## src/rtl/pixel_ctrl_pkg.sv

```systemverilog
// Shared types and cycle-count helpers for the pixel array frame sequencer.
package pixel_ctrl_pkg;

  typedef enum logic [2:0] {
    ST_IDLE,
    ST_ERASE,
    ST_EXPOSE,
    ST_CONVERT,
    ST_ROW_SEL,
    ST_ROW_OUT
  } pix_state_t;

  // Number of cycles the conversion ramp takes to sweep every code once.
  function automatic int unsigned ramp_len(input int unsigned data_w);
    return 32'd1 << data_w;
  endfunction

  // Cycles from the start cycle to the frame_done cycle with the consumer always ready.
  function automatic int unsigned frame_len(input int unsigned erase_cyc,
                                            input int unsigned exp_len,
                                            input int unsigned data_w,
                                            input int unsigned num_rows);
    int unsigned exp_eff;
    exp_eff = (exp_len == 0) ? 1 : exp_len;
    return erase_cyc + exp_eff + ramp_len(data_w) + 2 * num_rows;
  endfunction

endpackage

```

## src/rtl/pixel_ramp_gen.sv

```systemverilog
// Ramp code generator: up-counter with synchronous clear, enable and a
// terminal-count flag raised on the all-ones code.
module pixel_ramp_gen #(
  parameter int DATA_W = 8
) (
  input  logic              clk,
  input  logic              reset,
  input  logic              clr,
  input  logic              en,
  output logic [DATA_W-1:0] cnt,
  output logic              tc
);

  // NOTE: sequential state is written with <= so every flop samples the
  // pre-edge value of its inputs, independent of block ordering.
  always_ff @(posedge clk or posedge reset) begin
    if (reset)
      cnt <= '0;
    else if (clr)
      cnt <= '0;
    else if (en)
      cnt <= cnt + DATA_W'(1);
  end

  assign tc = &cnt;

endmodule

```

## src/rtl/pixel_array_ctrl.sv

```systemverilog
// Frame sequencer for an R x C pixel array: erase, expose, ramp conversion,
// then row-by-row capture onto a valid/ready stream.
module pixel_array_ctrl
  import pixel_ctrl_pkg::*;
#(
  parameter int DATA_W    = 8,
  parameter int NUM_ROWS  = 2,
  parameter int NUM_COLS  = 2,
  parameter int ERASE_CYC = 5,
  parameter int EXP_W     = 16,
  localparam int ROW_W    = (NUM_ROWS > 1) ? $clog2(NUM_ROWS) : 1
) (
  input  logic                       clk,
  input  logic                       reset,
  input  logic                       start,
  input  logic                       cont_mode,
  input  logic [EXP_W-1:0]           expose_len,
  output logic                       erase,
  output logic                       expose,
  output logic                       convert,
  output logic [DATA_W-1:0]          ramp_data,
  output logic                       ramp_oe,
  output logic [NUM_ROWS-1:0]        read_row,
  input  logic [NUM_COLS*DATA_W-1:0] pix_data,
  output logic [NUM_COLS*DATA_W-1:0] out_data,
  output logic [ROW_W-1:0]           out_row,
  output logic                       out_valid,
  input  logic                       out_ready,
  output logic                       busy,
  output logic                       frame_done
);

  // The phase timer must hold both the erase length and any exposure length.
  localparam int ERASE_W = $clog2(ERASE_CYC + 1);
  localparam int TMR_W   = (EXP_W > ERASE_W) ? EXP_W : ERASE_W;

  pix_state_t          state, next_state;
  logic [TMR_W-1:0]    timer;
  logic [EXP_W-1:0]    exp_lat;
  logic [ROW_W-1:0]    row;
  logic [NUM_ROWS-1:0] row_onehot;
  logic [DATA_W-1:0]   ramp_cnt;
  logic                ramp_tc;
  logic                timer_done;
  logic                last_row;
  logic                accept;
  logic                enter_erase;
  logic                enter_expose;

  assign timer_done   = (timer == '0);
  assign last_row     = (row == ROW_W'(NUM_ROWS - 1));
  assign accept       = (state == ST_ROW_OUT) && out_ready;
  assign row_onehot   = NUM_ROWS'(1) << row;
  assign enter_erase  = (next_state == ST_ERASE) && (state != ST_ERASE);
  assign enter_expose = (state == ST_ERASE) && timer_done;

  pixel_ramp_gen #(.DATA_W(DATA_W)) u_ramp (
    .clk   (clk),
    .reset (reset),
    .clr   (state != ST_CONVERT),
    .en    (state == ST_CONVERT),
    .cnt   (ramp_cnt),
    .tc    (ramp_tc)
  );

  always_ff @(posedge clk or posedge reset) begin
    if (reset)
      state <= ST_IDLE;
    else
      state <= next_state;
  end

  // NOTE: every output of this block gets a default before the case, so no
  // path leaves a signal unassigned and no latch is inferred.
  always_comb begin
    next_state = state;
    erase      = 1'b0;
    expose     = 1'b0;
    convert    = 1'b0;
    ramp_oe    = 1'b0;
    ramp_data  = '0;
    read_row   = '0;
    out_valid  = 1'b0;
    frame_done = 1'b0;
    busy       = (state != ST_IDLE);
    unique case (state)
      ST_IDLE: begin
        if (start) next_state = ST_ERASE;
      end
      ST_ERASE: begin
        erase = 1'b1;
        if (timer_done) next_state = ST_EXPOSE;
      end
      ST_EXPOSE: begin
        expose = 1'b1;
        if (timer_done) next_state = ST_CONVERT;
      end
      ST_CONVERT: begin
        convert   = 1'b1;
        ramp_oe   = 1'b1;
        ramp_data = ramp_cnt;
        if (ramp_tc) next_state = ST_ROW_SEL;
      end
      ST_ROW_SEL: begin
        read_row   = row_onehot;
        next_state = ST_ROW_OUT;
      end
      ST_ROW_OUT: begin
        read_row  = row_onehot;
        out_valid = 1'b1;
        if (out_ready) begin
          if (last_row) begin
            frame_done = 1'b1;
            next_state = cont_mode ? ST_ERASE : ST_IDLE;
          end else begin
            next_state = ST_ROW_SEL;
          end
        end
      end
      default: next_state = ST_IDLE;
    endcase
  end

  // Exposure is latched on every ERASE entry; a zero request still exposes once.
  always_ff @(posedge clk or posedge reset) begin
    if (reset) begin
      timer   <= '0;
      exp_lat <= '0;
      row     <= '0;
    end else begin
      if (enter_erase)
        exp_lat <= (expose_len == '0) ? EXP_W'(1) : expose_len;

      if (enter_erase)
        timer <= TMR_W'(ERASE_CYC - 1);
      else if (enter_expose)
        timer <= TMR_W'(exp_lat) - TMR_W'(1);
      else if (!timer_done)
        timer <= timer - TMR_W'(1);

      if (state == ST_CONVERT)
        row <= '0;
      else if (accept && !last_row)
        row <= row + ROW_W'(1);
    end
  end

  // The settle cycle lets the selected row drive the bus; capture at its end.
  always_ff @(posedge clk or posedge reset) begin
    if (reset) begin
      out_data <= '0;
      out_row  <= '0;
    end else if (state == ST_ROW_SEL) begin
      out_data <= pix_data;
      out_row  <= row;
    end
  end

endmodule

```

## config.mk

```make
export PLATFORM = sky130hd
export DESIGN_NAME = pixel_array_ctrl
export DESIGN_NICKNAME = d
export VERILOG_FILES = /design/src/rtl/pixel_ctrl_pkg.sv /design/src/rtl/pixel_ramp_gen.sv /design/src/rtl/pixel_array_ctrl.sv
export SDC_FILE = /design/constraint.sdc
export NUM_CORES = 1
export LEC_CHECK = 0
export ABC_AREA = 1
export CAP_MARGIN = 0
export CORE_UTILIZATION = 52
export CTS_BUF_LIST = sky130_fd_sc_hd__clkbuf_8
export DETAILED_ROUTE_END_ITERATION = 16
export HOLD_SLACK_MARGIN = 0.05
export PLACE_DENSITY = 0.81
export RECOVER_POWER = 25
export SLEW_MARGIN = 20
export SYNTH_ARGS = -nofsm -noshare
export SYNTH_HDL_FRONTEND = slang
export SYNTH_SLANG_ARGS = --single-unit
```

## constraint.sdc

```tcl
create_clock -name clk -period 2.87 [get_ports clk]
set_input_delay 0.287 -clock clk [delete_from_list [all_inputs] [get_ports clk]]
set_output_delay 0.287 -clock clk [all_outputs]
set_load 0.1 [all_outputs]
```

==> results.json <==
{
  "status": "complete, no violations",
  "r2r_start": "state[2]",
  "die_h_um": 81.99,
  "cts_buffers": 9,
  "wl_mm": 7.796,
  "finalHoldViolations": 0,
  "die_x_um": 81.99,
  "ir_worst_vdd_v": 0.0009430,
  "port_buffers": 70,
  "maxSlewViolCount": 0,
  "grt_max_degree": 42,
  "cp_top_family": "simple AND/OR/NAND/NOR gates",
  "syn_inst": 463,
  "cts_root_buffer": "clkbuf_8",
  "antenna_found_initial": 0,
  "synth_top_area_frac": 0.4588,
  "drt-vias-per-instance": 5.073,
  "placedInstanceArea_um2": 4074,
  "synth-seq-cells": 61,
  "fin_area_um2": 4260,
  "setup_violations": 0,
  "dp_hpwl_mm": 5.881,
  "grt_overflow": 0,
  "min_path_type": "register to register",
  "met3RoutedLength_um": 356,
  "clock_path_buffers": 2,
  "num_vias": 3130,
  "path_cells": "nor3_2 > buf_4 > nand4_1 > nand2_1 > ha_1 > nand2_1 > nor2_2 > nand2_1 > nor2_1 > nand2_1 > nand2_1 > nor2_1",
  "cts_hold_buffers": 0,
  "gp_congestion": 0.9163,
  "syn_nets": 502,
  "yosysWarnings": 0,
  "cts_resized": 0,
  "grt_first_pass_wirelength_mm": 13.01,
  "fmax_ghz": 0.4305,
  "clock-sinks": 61,
  "post-place-cells": 601,
  "clk_latency_ns": 0.34,
  "cts.htree.levels": 3,
  "worst-path-max-fanout": 28,
  "final_cells": 617,
  "final_antenna_net_count": 0,
  "die_area_um2": 6722,
  "cp.arrival_ns": 2.56,
  "path_buf_inv": 1,
  "cp_slowest_cell": "dfrtp_1",
  "slowest_delay_ns": 0.48,
  "cap_viol_max_count": 0,
  "worst_pin_slew_ns": 1.071,
  "rsz0062_at_grt": "false",
  "critical_path_class": "register to register",
  "nets": 576,
  "period_needed_ns": 2.323,
  "io_pins": 71,
  "wl_met2_mm": 3.526,
  "drc_errors": 0,
  "drive_gt1_frac": 0.1458,
  "synthTopCellsByArea": "dfrtp_1 46%, nand2_1 16%, nor2_1 8.0%",
  "path_common_cell": "nand2_1",
  "drt-met1-wl_mm": 3.730,
  "grt_pass1_vias": 2921,
  "rows": 28,
  "tns_ns": 0,
  "cts_tree": "done",
  "syn-mean-instance-area_um2": 7.186,
  "p_leak_uw": 0.002199,
  "hp-start": "u_ramp.cnt[0]",
  "top_layer": "met4",
  "critical_path.startpoint_type": "register",
  "synth_cell_types": 28,
  "core_um2": 6061,
  "post_drt_wl_per_cell_um": 12.64,
  "clock_skew_ns": 0.007255,
  "final.period_utilization": 0.8094,
  "clk_pin_slew_worst_paths_ns": 0.07,
  "netlist_area_um2": 3327,
  "track_usage": 0.2634,
  "first_pass_iters": 5,
  "cp-startpoint": "state[2]",
  "yosysSeqAreaShare": 0.4588,
  "relSlewSlack": 0.2860,
  "antennaDiodeCount": 0,
  "end_kind": "register",
  "initial_core_util": 0.5489,
  "powerDensity_nw_per_um2": 1229,
  "cp.required_ns": 3.10,
  "post_cts_buffers": 0,
  "drt-initial-drc-count": 207,
  "area_delta_synth_final_pct": 28.06,
  "fillers": 504,
  "yosysTopAreaCell": "dfrtp_1"
}
==> report_power, final <==
part	internal (uW)	switching [uW]	leakage, uW
Sequential	1190	193	0.000753
Clock	415	331	0.000105
Combinational	779	2320	0.00134
Total	2390	2850	0.00220
==> metrics by stage <==
step	hold WS (ns)	setup slack (ns)	utilization	power, uW
detailed placement	0.4593	0.5750	0.6722	4487
global route	0.4873	0.3266	0.7029	5590
floorplan	0.4038	-0.1929	-	3865
finish	0.4685	0.5471	0.7029	5234
CTS	0.2929	0.5568	0.7040	5243
global placement	0.4449	0.6485	0.6722	4428
==> metal layers <==
layer  GRT usage  up-vias
met1      0.3538     1407
met2      0.4083      105
met5           0        -
li1            -     1604
met4      0.1421        0
met3     0.04000       14
==> registers in the layout, summed over array words and instances, names as in the netlist <==
name / count
exp_lat: 16
last_row: 1
out_data: 16
out_row: 1
state: 3
timer: 16
u_ramp.cnt: 8
==> cell usage after synthesis, drive strengths merged <==
cell type,count
nand3b,1
xor2,1
ha,2
dfrtp,61
buf,12
xnor2,1
a21oi,16
inv,66
nor3,14
a21o,1
nor2,75
a41oi,1
nand2,146
nand4,26
nand3,14
clkbuf,3
o21ai,21
nor4,2
==> cell families after synthesis <==
kind of cell	after synthesis	share of synthesized area
compound gates	39	0.06507
xor+xnor	2	0.005266
fa+ha+maj	2	0.007520
buf+inv	81	0.1008
flops	61	0.4588
simple gates	278	0.3625
==> final cells by class <==
class,count,area [um^2],share of cell area
clock buffer,10,137.6,0.03231
clock inverter,6,55.05,0.01292
multi-input combinational,321,1493,0.3504
timing repair buffer,78,706.9,0.1659
tap,75,93.84,0.02203
sequential,61,1526,0.3583
inverter,66,247.7,0.05815
==> placed cells by master (no fill, tap or decap), types with 3 or more instances in the layout <==
cell / instances
clkdlybuf4s50_1: 35
buf_12: 3
inv_1: 63
dfrtp_1: 61
buf_4: 37
a21oi_1: 16
nor2_1: 62
nand4_1: 26
nand2_1: 146
nor3_1: 10
o21ai_0: 18
clkbuf_8: 10
nor2_2: 11
inv_2: 4
nor3_2: 3
nand3_1: 14
==> worst paths after layout <==
check / cells after the start / slack (ns) / endpoint
min in group asynchronous: 3 / 0.72 / state[2]
setup / recovery: 12 / 0.55 / timer[10]
setup reg to reg: 12 / 0.55 / timer[10]
max in group asynchronous: 3 / 1.50 / u_ramp.cnt[3]
hold reg to reg: 1 / 0.47 / u_ramp.cnt[0]
hold / removal: 1 / 0.47 / u_ramp.cnt[0]
==> worst reg2reg max path: stages, from the launching register on <==
cell,delay [ns]
dfrtp_1,0.48
nor3_2,0.24
buf_4,0.31
nand4_1,0.15
nand2_1,0.13
ha_1,0.22
nand2_1,0.08
nor2_2,0.17
nand2_1,0.11
nor2_1,0.17
nand2_1,0.07
nand2_1,0.06
nor2_1,0.04
Note: power is estimated with default switching activity, not from simulation.
